===== config.mk =====
export PLATFORM = sky130hd
export DESIGN_NAME = fdtd_step_ctrl
export DESIGN_NICKNAME = d
export VERILOG_FILES = /design/src/rtl/fdtd_step_ctrl.sv
export SDC_FILE = /design/constraint.sdc
export NUM_CORES = 1
export LEC_CHECK = 0
export ABC_AREA = 1
export BUFFER_PORTS_ARGS = -buffer_cell sky130_fd_sc_hd__buf_4
export CORE_UTILIZATION = 40
export CTS_BUF_LIST = sky130_fd_sc_hd__clkbuf_8
export DETAILED_ROUTE_END_ITERATION = 8
export PLACE_DENSITY = 0.69
export RECOVER_POWER = 25
export SYNTH_ARGS = -nofsm -noshare
export SYNTH_HDL_FRONTEND = slang
export SYNTH_SLANG_ARGS = --single-unit

===== constraint.sdc =====
create_clock -name CLK -period 1.9 [get_ports CLK]
set_input_delay 0.19 -clock CLK [delete_from_list [all_inputs] [get_ports CLK]]
set_output_delay 0.19 -clock CLK [all_outputs]
set_load 0.005 [all_outputs]

===== src/rtl/fdtd_step_ctrl.sv =====
// FDTD timestep sequencer: loads old Hy/Ez into the field buffer, issues the Hy then Ez
// update passes, and drains the new fields back to data memory.
//
// state    | meaning
// IDLE     | waiting for start_i
// LOAD_HY  | loader delivering previous Hy words into the buffer
// LOAD_EZ  | loader delivering previous Ez words into the buffer
// CALC_HY  | issuing Hy update reads, collecting Hy writes from the pipeline
// CALC_EZ  | issuing Ez update reads, collecting Ez writes from the pipeline
// DRAIN_HY | data memory accepting new Hy words
// DRAIN_EZ | data memory accepting new Ez words
module fdtd_step_ctrl #(
  parameter int FDTD_DATA_WIDTH   = 32,
  parameter int BUFFER_ADDR_WIDTH = 6,
  parameter int FDTD_BUFFER_DEPTH = 64,
  parameter int CALC_LATENCY      = 4
) (
  input  logic                         CLK,
  input  logic                         RST_N,
  input  logic                         start_i,
  input  logic [BUFFER_ADDR_WIDTH:0]   size_i,
  output logic                         busy_o,
  output logic                         done_o,
  output logic                         ld_req_o,
  output logic                         ld_sel_o,
  input  logic                         ld_valid_i,
  output logic                         buffer_Hy_start_o,
  output logic                         buffer_Ez_start_o,
  output logic                         buffer_Hy_end_o,
  output logic                         buffer_Ez_end_o,
  output logic                         rd_Hy_old_en_o,
  output logic                         rd_Ez_old_en_o,
  output logic [BUFFER_ADDR_WIDTH-1:0] rd_old_addr_o,
  output logic                         calc_sel_o,
  output logic                         wrt_Hy_n_en_o,
  output logic                         wrt_Ez_n_en_o,
  output logic [BUFFER_ADDR_WIDTH-1:0] wrt_n_addr_o,
  output logic                         mem_rd_Hy_en_o,
  output logic                         mem_rd_Ez_en_o,
  output logic                         mem_rd_end_o,
  input  logic                         wrtvalid_sgl_i
);

  localparam int AW = BUFFER_ADDR_WIDTH;
  localparam int CL = CALC_LATENCY;
  localparam logic [AW:0] DEPTH_N = (AW+1)'(FDTD_BUFFER_DEPTH);
  localparam logic [AW:0] ONE     = (AW+1)'(1);

  if (FDTD_DATA_WIDTH < 1 || CALC_LATENCY < 1 ||
      FDTD_BUFFER_DEPTH != (1 << BUFFER_ADDR_WIDTH)) begin : g_bad_params
    $error("fdtd_step_ctrl: inconsistent parameters");
  end

  typedef enum logic [2:0] {
    IDLE, LOAD_HY, LOAD_EZ, CALC_HY, CALC_EZ, DRAIN_HY, DRAIN_EZ
  } state_t;

  state_t        state, state_nxt;
  logic [AW:0]   n_q, n_nxt;
  logic [AW:0]   remain, remain_nxt;
  logic [AW:0]   iss_cnt, iss_nxt;
  logic          act_q, act_nxt;
  logic          in_load, in_drain, pipe_busy;
  logic          busy_nxt, done_nxt, ld_sel_nxt, calc_sel_nxt;
  logic          hy_start_nxt, ez_start_nxt, hy_end_nxt, ez_end_nxt;
  logic          rd_en_nxt;
  logic [AW-1:0] rd_addr_nxt;
  logic          mem_hy_nxt, mem_ez_nxt, mem_end_nxt;

  logic [CL:0]   wv_hy, wv_ez;
  logic [AW-1:0] pipe_addr [CL+1];

  assign in_load   = (state == LOAD_HY) || (state == LOAD_EZ);
  assign in_drain  = (state == DRAIN_HY) || (state == DRAIN_EZ);
  assign pipe_busy = (|wv_hy[CL-1:0]) || (|wv_ez[CL-1:0]);

  // The only unregistered output: request falls in the same cycle as the last word.
  assign ld_req_o = act_q && in_load && !(ld_valid_i && (remain == ONE));

  always_comb begin
    state_nxt    = state;
    n_nxt        = n_q;
    remain_nxt   = remain;
    iss_nxt      = iss_cnt;
    done_nxt     = 1'b0;
    hy_start_nxt = 1'b0;
    ez_start_nxt = 1'b0;
    hy_end_nxt   = 1'b0;
    ez_end_nxt   = 1'b0;
    rd_en_nxt    = 1'b0;
    rd_addr_nxt  = rd_old_addr_o;
    mem_hy_nxt   = 1'b0;
    mem_ez_nxt   = 1'b0;
    mem_end_nxt  = 1'b0;

    case (state)
      IDLE: begin
        if (start_i) begin
          if (size_i == '0) begin
            done_nxt = 1'b1;
          end else begin
            n_nxt        = (size_i > DEPTH_N) ? DEPTH_N : size_i;
            remain_nxt   = (size_i > DEPTH_N) ? DEPTH_N : size_i;
            hy_start_nxt = 1'b1;
            state_nxt    = LOAD_HY;
          end
        end
      end
      LOAD_HY: begin
        if (act_q && ld_valid_i) begin
          remain_nxt = remain - ONE;
          if (remain == ONE) begin
            remain_nxt   = n_q;
            hy_end_nxt   = 1'b1;
            ez_start_nxt = 1'b1;
            state_nxt    = LOAD_EZ;
          end
        end
      end
      LOAD_EZ: begin
        if (act_q && ld_valid_i) begin
          remain_nxt = remain - ONE;
          if (remain == ONE) begin
            ez_end_nxt  = 1'b1;
            rd_en_nxt   = 1'b1;
            rd_addr_nxt = '0;
            iss_nxt     = ONE;
            state_nxt   = CALC_HY;
          end
        end
      end
      CALC_HY, CALC_EZ: begin
        if (iss_cnt < n_q) begin
          rd_en_nxt   = 1'b1;
          rd_addr_nxt = iss_cnt[AW-1:0];
          iss_nxt     = iss_cnt + ONE;
        end else if (!rd_Hy_old_en_o && !pipe_busy) begin
          // The last write is on the outputs this cycle; nothing left behind it.
          if (state == CALC_HY) begin
            rd_en_nxt   = 1'b1;
            rd_addr_nxt = '0;
            iss_nxt     = ONE;
            state_nxt   = CALC_EZ;
          end else begin
            remain_nxt  = n_q;
            mem_hy_nxt  = 1'b1;
            state_nxt   = DRAIN_HY;
          end
        end
      end
      DRAIN_HY: begin
        if (act_q && wrtvalid_sgl_i) begin
          remain_nxt = remain - ONE;
          if (remain == ONE) begin
            remain_nxt  = n_q;
            mem_end_nxt = 1'b1;
            mem_ez_nxt  = 1'b1;
            state_nxt   = DRAIN_EZ;
          end
        end
      end
      DRAIN_EZ: begin
        if (act_q && wrtvalid_sgl_i) begin
          remain_nxt = remain - ONE;
          if (remain == ONE) begin
            mem_end_nxt = 1'b1;
            done_nxt    = 1'b1;
            state_nxt   = IDLE;
          end
        end
      end
      default: state_nxt = IDLE;
    endcase

    act_nxt      = (in_load || in_drain) && (state_nxt == state);
    busy_nxt     = (state_nxt != IDLE);
    ld_sel_nxt   = (state_nxt == LOAD_EZ);
    calc_sel_nxt = (state_nxt == CALC_EZ);
  end

  always_ff @(posedge CLK or negedge RST_N) begin
    if (!RST_N) begin
      state             <= IDLE;
      n_q               <= '0;
      remain            <= '0;
      iss_cnt           <= '0;
      act_q             <= 1'b0;
      busy_o            <= 1'b0;
      done_o            <= 1'b0;
      ld_sel_o          <= 1'b0;
      buffer_Hy_start_o <= 1'b0;
      buffer_Ez_start_o <= 1'b0;
      buffer_Hy_end_o   <= 1'b0;
      buffer_Ez_end_o   <= 1'b0;
      rd_Hy_old_en_o    <= 1'b0;
      rd_Ez_old_en_o    <= 1'b0;
      rd_old_addr_o     <= '0;
      calc_sel_o        <= 1'b0;
      mem_rd_Hy_en_o    <= 1'b0;
      mem_rd_Ez_en_o    <= 1'b0;
      mem_rd_end_o      <= 1'b0;
    end else begin
      state             <= state_nxt;
      n_q               <= n_nxt;
      remain            <= remain_nxt;
      iss_cnt           <= iss_nxt;
      act_q             <= act_nxt;
      busy_o            <= busy_nxt;
      done_o            <= done_nxt;
      ld_sel_o          <= ld_sel_nxt;
      buffer_Hy_start_o <= hy_start_nxt;
      buffer_Ez_start_o <= ez_start_nxt;
      buffer_Hy_end_o   <= hy_end_nxt;
      buffer_Ez_end_o   <= ez_end_nxt;
      rd_Hy_old_en_o    <= rd_en_nxt;
      rd_Ez_old_en_o    <= rd_en_nxt;
      rd_old_addr_o     <= rd_addr_nxt;
      calc_sel_o        <= calc_sel_nxt;
      mem_rd_Hy_en_o    <= mem_hy_nxt;
      mem_rd_Ez_en_o    <= mem_ez_nxt;
      mem_rd_end_o      <= mem_end_nxt;
    end
  end

  // Issue tracker: valid and address ride CL+1 stages to become the write strobe.
  always_ff @(posedge CLK or negedge RST_N) begin
    if (!RST_N) begin
      wv_hy <= '0;
      wv_ez <= '0;
      for (int i = 0; i <= CL; i++) pipe_addr[i] <= '0;
    end else begin
      wv_hy <= {wv_hy[CL-1:0], rd_Hy_old_en_o && !calc_sel_o};
      wv_ez <= {wv_ez[CL-1:0], rd_Hy_old_en_o && calc_sel_o};
      pipe_addr[0] <= rd_old_addr_o;
      for (int i = 1; i <= CL; i++) pipe_addr[i] <= pipe_addr[i-1];
    end
  end

  assign wrt_Hy_n_en_o = wv_hy[CL];
  assign wrt_Ez_n_en_o = wv_ez[CL];
  assign wrt_n_addr_o  = pipe_addr[CL];

endmodule


# Word level (Yosys, flattened, before mapping)
# Index checks and enable logic that the tools add are counted.
totals:
  reg_bits: 82
  latchBits: 0
  ramBits: 0
  mem_bits_ro: 0
  word_cells: 139
  memories: 0
classes:
  addsub: 2
  multipliers: 0
  n_div: 0
  order_cmp: 2
  eq_ne: 22
  shifts: 0
  n_mux: 59
  bitwise: 1
  reduce_logical: 29
op_table:
  columns: ["operator", "n"]
  rows:
  - ["$mux 7", 16]
  - ["$pmux 7 s6", 1]
  - ["$mux 3", 12]
  - ["$mux 6", 5]
  - ["$mux 1", 20]
  - ["$pmux 3 s6", 1]
  - ["$pmux 7 s2", 1]
  - ["$eq 3x3->1 const B", 4]
  - ["$pmux 6 s2", 1]
  - ["$ne 2x1->1 const B", 5]
  - ["$ne 2x2->1 const B", 5]
  - ["$reduce_and 10->1", 1]
  - ["$eq 3x2->1 const B", 3]
  - ["$logic_and 1x1->1", 9]
  - ["$reduce_or 4->1", 2]
  - ["$add 7x1->7 const B", 1]
  - ["$eq 7x1->1 const B", 1]
  - ["$gt 7x7->1 const B", 1]
  - ["$logic_not 7->1", 1]
  - ["$lt 7x7->1", 1]
  - ["$sub 7x1->7 const B", 1]
  - ["$ne 3x3->1 const B", 2]
  - ["$reduce_bool 6->1", 1]
  - ["$reduce_and 5->1", 1]
  - ["other kinds (11)", 19]

# Longest topological paths before layout
# Gate-level depths: netlist (run 1).
logic_depth:
  word_depth: 9
  mapped_depth: 14
  mapped_depth_nobuf: 14

# Worst setup path after synthesis (run 1)
# No wires, ideal clock.
synth_timing:
  kind: "register -> register"
  startpoint: "reg iss_cnt[6]"
  endpoint: "reg rd_old_addr_o[4]"
  t_arrival_ps: 1560
  required_time_ps: 1773
  slack_ps: 213
  stages_incl_launch_ff: 12
  n_path_buf: 0
  period_less_slack_ps: 1687
  cell_sequence: "dfrtp_1 -> ha_1 -> nand2_1 -> inv_1 -> a21oi_1 -> nand2_1 -> inv_1 -> nand2_2 -> nand3_4 -> inv_2 -> nand2_1 -> o21ai_0"
synth_via:
  elab_chain_len: 3
  elab_cells_between_ends: 6
  cone_classes: "order compare: 1; eq/ne: 2; mux: 2; reduce/logical: 1"
synth_lines:
  columns: ["element", "line_no", "rtl"]
  rows:
  - ["start, declared", "61", "logic [AW:0] iss_cnt, iss_nxt;"]
  - ["start signal, assigned", "206", "iss_cnt <= iss_nxt;"]
  - ["$lt 7x7->1 *", "133", "if (iss_cnt < n_q) begin"]
  - ["$ne 3x3->1 (no line) / $mux 6 (equally long branches)", null, null]
  - ["$reduce_and 5->1 (no line) / $pmux 6 s2 (equally long branches)", null, null]
  - ["end signal, assigned", "217", "rd_old_addr_o <= rd_addr_nxt;"]
  - ["end, declared", "33", "output logic [BUFFER_ADDR_WIDTH-1:0] rd_old_addr_o,"]
# Mark *: on every way between the ends. The rest lies on a longest branch, timed or not.
# A chain may end at the register's enable or synchronous reset.

# Worst setup path after layout (run 1)
layout_timing:
  startpoint: "reg remain[1]"
  endpoint: "reg calc_sel_o"
layout_via:
  elab_chain_len: 5
  elab_cells_between_ends: 11
  cone_classes: "eq/ne: 2; mux: 9"
layout_lines:
  columns: ["element", "line_no", "rtl"]
  rows:
  - ["start, declared", "60", "logic [AW:0] remain, remain_nxt;"]
  - ["start signal, assigned", "205", "remain <= remain_nxt;"]
  - ["$eq 7x1->1 *", null, null]
  - ["$mux 3, on equally long branches (2 in series)", null, null]
  - ["$pmux 3 s6 *", "96", "case (state)"]
  - ["$eq 3x3->1 *", "178", "calc_sel_nxt = (state_nxt == CALC_EZ);"]
  - ["via calc_sel_nxt", "64", "logic busy_nxt, done_nxt, ld_sel_nxt, calc_sel_nxt;"]
  - ["end signal, assigned", "218", "calc_sel_o <= calc_sel_nxt;"]
  - ["end, declared", "34", "output logic calc_sel_o,"]
# Mark *: on every way through the listed nets, which the timed path passes. The rest lies on a longest branch.

==> results.sh, run 1 <==
export IMPL_status="finished, final reports clean"
export IMPL_ys_seq_elements=82
export IMPL_placed_cells=520
export IMPL_core_sq_um=8380
export IMPL_synth_cell_area_sq_um=3520
export IMPL_required_ns=2.18
export IMPL_slew_limit_headroom=0.262
export IMPL_period_minus_slack_ns=1.80
export IMPL_min_path_type="in2reg"
export IMPL_fin_util=0.506
export IMPL_maxSlewViolCount=0
export IMPL_vias_per_cell=4.87
export IMPL_synth_top_family_by_area="simple AND/OR/NAND/NOR gates"
export IMPL_synth_simple_gate_area_frac=0.236
export IMPL_clock_latency_ns=0.35
export IMPL_fmax_mhz=556
export IMPL_critical_path_class="reg2reg"
export IMPL_synthAdderAreaFrac=0.0320
export IMPL_setup_violations=0
export IMPL_worstRegToRegCells=12
export IMPL_final_net_count=454
export IMPL_yosys_warnings=0
export IMPL_wire_per_inst_microns=12.6
export IMPL_cap_violations=0
export IMPL_syn_inst=382
export IMPL_cp_max_fo=4
export IMPL_clock_sinks=82
export IMPL_place_hpwl_microns=4770
export IMPL_final_cell_mix="nand2_1 (95), dfrtp_1 (81), inv_1 (53), buf_4 (46), nand3_1 (31)"
export IMPL_synth_compound_area_frac=0.0534
export IMPL_postPlaceCellArea_sq_um=3910
export IMPL_critPathCaptureType="register"
export IMPL_cts_tree="done"
export IMPL_synth_seq_area_share=0.583
export IMPL_drt_iter0_drc=104
export IMPL_avgSynthCellArea_sq_um=9.21
export IMPL_rows=33
export IMPL_area_growth_pct=20.7
export IMPL_clockBufferDepth=2
export IMPL_track_usage=0.162
export IMPL_power_density_nw_per_um2=1700
export IMPL_cts_htree_levels=3
export IMPL_tightestPinTransition_ns=1.11
export IMPL_finClkSkew_ns=0.00912
export IMPL_gr_total_overflow=0
export IMPL_power_mw=7.20
export IMPL_antenna_found_initial=0
export IMPL_critPathLaunchType="register"
export IMPL_io_pins=40
export IMPL_antenna_left=0
export IMPL_num_vias=2644
export IMPL_holdPathStages=3
export IMPL_fillCellCount=753
export IMPL_grt_max_degree=45
export IMPL_cts_root_buffer_cell="clkbuf_8"
export IMPL_cts_buffers=9
export IMPL_die_x_microns=95.8
export IMPL_grt_pass1_wl_microns=11100
export IMPL_gp_congestion=0.903
export IMPL_finalHoldViolations=0
export IMPL_final_cells=543
export IMPL_cts_clk_slew_worst_paths_ns=0.08
export IMPL_die_y_microns=95.8
export IMPL_port_buffers=39
export IMPL_die_area_sq_um=9170
export IMPL_cp_arrival_ns=2.07
export IMPL_muxShareOfSynthArea=0
export IMPL_drt_total_wl_microns=6850
export IMPL_diodes=0
export IMPL_rsz0062_at_grt="true"
export IMPL_ys_types=27
export IMPL_synth_xor_area_share=0.0149
export IMPL_power_leakage_nw=2.28
export IMPL_final_layout_size_suffix_gt1_frac=0.221
export IMPL_fin_crit_sh=0.947
export IMPL_synthesis_nets=403
export IMPL_drc_errors=0
export IMPL_final_common_cell="nand2_1"
export IMPL_first_pass_iters=4
export IMPL_initial_core_util=0.420
export IMPL_final_setup_tns_ns=0
export IMPL_ir_drop_uv=593
export IMPL_grt_pass1_vias=2503
export IMPL_postLayoutCellArea_sq_um=4250
-- synth_stat cells --
master / instances / area share
a21boi_0: 1 / 0.0021
a21o_2: 1 / 0.0025
a21oi_1: 6 / 0.0085
buf_4: 10 / 0.021
dfrtp_1: 82 / 0.58
ha_1: 9 / 0.032
inv_1: 54 / 0.058
inv_2: 1 / 0.0011
nand2_1: 99 / 0.11
nand2_2: 6 / 0.011
nand2_4: 1 / 0.0032
nand3_1: 32 / 0.046
nand3_2: 1 / 0.0028
nand3_4: 1 / 0.0050
nand4_1: 4 / 0.0071
nor2_1: 32 / 0.034
nor2_2: 2 / 0.0036
nor2_4: 1 / 0.0032
nor3_1: 3 / 0.0043
nor3_2: 1 / 0.0028
nor3_4: 1 / 0.0046
nor4_1: 1 / 0.0018
o21ai_0: 23 / 0.033
o21ai_2: 2 / 0.0050
o32ai_1: 1 / 0.0025
or2_2: 1 / 0.0018
xor2_1: 6 / 0.015
-- critical path, stage by stage, from the launching register on --
cell	delay, ns
dfrtp_1	0.40
inv_1	0.08
ha_2	0.19
inv_1	0.04
nor2_1	0.13
nand4_1	0.19
nand2_1	0.10
nand2_1	0.06
nor2_1	0.14
nand3_2	0.13
nand2_1	0.12
nand2_1	0.06
nor2_1	0.08
-- final timing paths --
| path | slack [ns] | startpoint | endpoint |
|---|---|---|---|
| max reg2reg | 0.10 | remain[1]$_DFFE_PN0P_ | calc_sel_o$_DFF_PN0_ |
| min | 0.12 | size_i[6] | n_q[6]$_DFFE_PN0P_ |
| max | 0.10 | remain[1]$_DFFE_PN0P_ | calc_sel_o$_DFF_PN0_ |
| max in group asynchronous | 0.45 | RST_N | pipe_addr[14]$_DFF_PN0_ |
| min reg2reg | 0.34 | pipe_addr[28]$_DFF_PN0_ | pipe_addr[22]$_DFF_PN0_ |
| min in group asynchronous | 0.58 | RST_N | mem_rd_end_o$_DFF_PN0_ |
-- state kept, by name, summed over array words and instances (netlist names), 3 cells and up --
name	count
pipe_addr	24
iss_cnt	7
n_q	7
remain	7
rd_old_addr_o	6
wrt_n_addr_o	6
wv_ez	5
wv_hy	5
state	3
-- cell families after synthesis --
group / Yosys count
buf+inv: 65
fa+ha+maj: 9
flops: 82
simple gates: 186
xor+xnor: 6
compound gates: 34
-- per-layer routing --
metal	vias up	GRT usage	routed length, microns
met3	16	0.0332	307
met5	-	0	0
met2	70	0.259	3250
met1	1267	0.207	3110
met4	0	0.0858	186
li1	1291	-	-
-- power by group --
part           internal, mW  total [mW]  leakage [nW]  switching (mW)
Clock                 0.765        1.42         0.117           0.655
Combinational          1.19        3.01          1.12            1.82
Sequential             2.41        2.77          1.05           0.359
-- timing repair --
| action | in CTS | in global routing |
|---|---|---|
| gates cloned | 0 | 0 |
| buffers inserted | 1 | 5 |
| hold endpoints to repair | 42 | 0 |
| gates resized for setup | 0 | 20 |
| hold buffers | 1 | 0 |
| pin swaps | 1 | 3 |
| endpoints found under the setup margin | 1 | 24 |
-- through the flow --
step | hold slack (ns) | setup WS [ns]
6_report | 0.121 | 0.101
3_3_place_gp | 0.223 | 0.111
2_1_floorplan | -0.106 | 0.213
4_1_cts | 0.103 | 0.0115
5_1_grt | 0.133 | -0.0358
3_5_place_dp | 0.231 | 0.0398
-- layout make-up --
cell class,instances,area [sq um],share of cell area
flip-flops and latches,82,2050,0.484
multi-input cells,235,1220,0.288
repair buffers,50,400,0.0943
inverters,55,209,0.0492
well taps,105,131,0.0309
clock buffers,9,124,0.0292
clock inverters,7,106,0.0251
(Power assumes the default switching activity.)
==> run 2, diff against run 1 <==
- CORE_UTILIZATION: 40 -> 60
- PLACE_DENSITY: 0.69 -> 0.93
==> results.sh, run 2 (synthesized netlist as in run 1, its figures left out) <==
export IMPL_status="finished, final reports clean"
export IMPL_worstRegToRegCells=12
export IMPL_power_density_nw_per_um2=1740
export IMPL_min_path_type="in2reg"
export IMPL_track_usage=0.283
export IMPL_wire_per_inst_microns=16.3
export IMPL_final_net_count=453
export IMPL_grt_pass1_vias=2682
export IMPL_ir_drop_uv=950
export IMPL_finalHoldViolations=0
export IMPL_hold_end="n_q[6]$_DFFE_PN0P_"
export IMPL_r2r_slack_ns=0.005
export IMPL_first_pass_iters=5
export IMPL_initial_core_util=0.631
export IMPL_grt_pass1_wl_microns=12900
export IMPL_tightestPinTransition_ns=1.12
export IMPL_diodes=0
export IMPL_r2r_end="calc_sel_o$_DFF_PN0_"
export IMPL_finClkSkew_ns=0.00985
export IMPL_critPathLaunchType="register"
export IMPL_cap_violations=0
export IMPL_power_leakage_nw=2.24
export IMPL_setup_violations=0
export IMPL_ff_latch_area_sq_um=2050
export IMPL_antenna_left=0
export IMPL_fin_util=0.751
export IMPL_grt_max_degree=43
export IMPL_rows=27
export IMPL_clock_latency_ns=0.36
export IMPL_final_cell_mix="nand2_1 (95), dfrtp_1 (80), inv_1 (50), buf_4 (45), nand3_1 (31)"
export IMPL_place_hpwl_microns=5290
export IMPL_area_growth_pct=19.0
export IMPL_required_ns=2.19
export IMPL_die_x_microns=78.6
export IMPL_core_sq_um=5570
export IMPL_cts_clk_slew_worst_paths_ns=0.10
export IMPL_postPlaceCellArea_sq_um=3850
export IMPL_largest_reg_flops=24
export IMPL_maxSlewViolCount=0
export IMPL_drt_total_wl_microns=8320
export IMPL_clockBufferDepth=2
export IMPL_die_y_microns=78.6
export IMPL_largest_register="pipe_addr"
export IMPL_holdPathStages=3
export IMPL_critPathCaptureType="register"
export IMPL_cts_tree="done"
export IMPL_vias_per_cell=5.80
export IMPL_fin_crit_sh=0.998
export IMPL_clock_sinks=82
export IMPL_drc_errors=0
export IMPL_antenna_found_initial=0
export IMPL_io_pins=40
export IMPL_slew_limit_headroom=0.251
export IMPL_cp_arrival_ns=2.18
export IMPL_critical_path_class="reg2reg"
export IMPL_cts_root_buffer_cell="clkbuf_8"
export IMPL_cts_buffers=9
export IMPL_die_area_sq_um=6170
export IMPL_hp_start="size_i[6]"
export IMPL_rsz0062_at_grt="true"
export IMPL_final_common_cell="nand2_1"
export IMPL_gr_total_overflow=0
export IMPL_period_minus_slack_ns=1.90
export IMPL_gp_congestion=0.919
export IMPL_r2r_start="remain[1]$_DFFE_PN0P_"
export IMPL_final_setup_tns_ns=0
export IMPL_postLayoutCellArea_sq_um=4190
export IMPL_fillCellCount=335
export IMPL_cts_htree_levels=3
export IMPL_drt_iter0_drc=311
export IMPL_port_buffers=39
export IMPL_num_vias=2950
export IMPL_cp_max_fo=4
export IMPL_multi_input_area_sq_um=1240
export IMPL_final_layout_size_suffix_gt1_frac=0.233
export IMPL_fmax_mhz=528
run 2: cell types whose count changed in the layout (fill, tap and decap cells not counted), sizes merged:
cell / change
clkinvlp: +3
inv: -2
clkinv: +1
bufinv: -2
buf: -1
run 2: final cells by class:
type | count | share of cell area
inverters | 55 | 0.0502
repair buffers | 49 | 0.0938
clock buffers | 9 | 0.0296
well taps | 72 | 0.0215
flip-flops and latches | 82 | 0.491
clock inverters | 7 | 0.0176
multi-input cells | 235 | 0.296
run 2: what timing repair did:
item | CTS | global route
resized for setup | 2 | 19
endpoints found under the setup margin | 3 | 31
hold buffers | 1 | 0
gates cloned | 0 | 0
pin swaps | 1 | 5
buffers inserted | 1 | 6
hold endpoints to repair | 41 | 0
run 2: critical path, stage by stage, from the launching register on:
cell     delay [ns]
dfrtp_1        0.42
inv_1          0.10
ha_2           0.20
inv_1          0.05
nor2_2         0.09
nand4_1        0.22
nand2_1        0.17
nand2_1        0.08
nor2_2         0.11
nand2_1        0.09
nand2_2        0.12
nand2_1        0.06
nor2_1         0.10
run 2: stage by stage:
step,cells,power [mW],hold slack [ns],setup slack (ns)
6_report,509,7.27,0.0876,0.00462
5_1_grt,509,7.75,0.0811,-0.0969
4_1_cts,503,6.93,0.0720,0.0179
3_5_place_dp,485,5.58,0.216,0.0479
3_3_place_gp,485,5.36,0.207,0.133
2_1_floorplan,382,4.68,-0.106,0.213
run 2: worst max-delay path by stage:
| stage | slack [ns] | startpoint | cells past startpoint | endpoint |
|---|---|---|---|---|
| 3_3_place_gp | 0.13 | n_q[6]$_DFFE_PN0P_ | 12 | rd_old_addr_o[4]$_DFFE_PN0P_ |
| 5_1_grt | -0.1 | remain[1]$_DFFE_PN0P_ | 12 | calc_sel_o$_DFF_PN0_ |
| 4_1_cts | 0.02 | n_q[6]$_DFFE_PN0P_ | 12 | rd_old_addr_o[4]$_DFFE_PN0P_ |
| 3_5_place_dp | 0.05 | iss_cnt[6]$_DFFE_PN0P_ | 11 | rd_old_addr_o[1]$_DFFE_PN0P_ |
| 2_1_floorplan | 0.21 | iss_cnt[6]$_DFFE_PN0P_ | 11 | rd_old_addr_o[4]$_DFFE_PN0P_ |
| 6_report | 0.005 | remain[1]$_DFFE_PN0P_ | 12 | calc_sel_o$_DFF_PN0_ |
run 2: metal layers:
| layer | vias up | track usage | part of all wire |
|---|---|---|---|
| li1 | 1291 | - | - |
| met1 | 1376 | 0.358 | 0.38 |
| met2 | 221 | 0.447 | 0.48 |
| met3 | 62 | 0.0756 | 0.085 |
| met4 | 0 | 0.143 | 0.053 |
| met5 | - | 0 | 0 |
run 2: where the power goes:
group / switching (mW) / internal (mW) / total [mW] / leakage (nW)
Sequential: 0.445 / 2.41 / 2.86 / 1.05
Clock: 0.727 / 0.514 / 1.24 / 0.0942
Combinational: 1.97 / 1.21 / 3.17 / 1.10
Total: 3.14 / 4.14 / 7.27 / 2.24
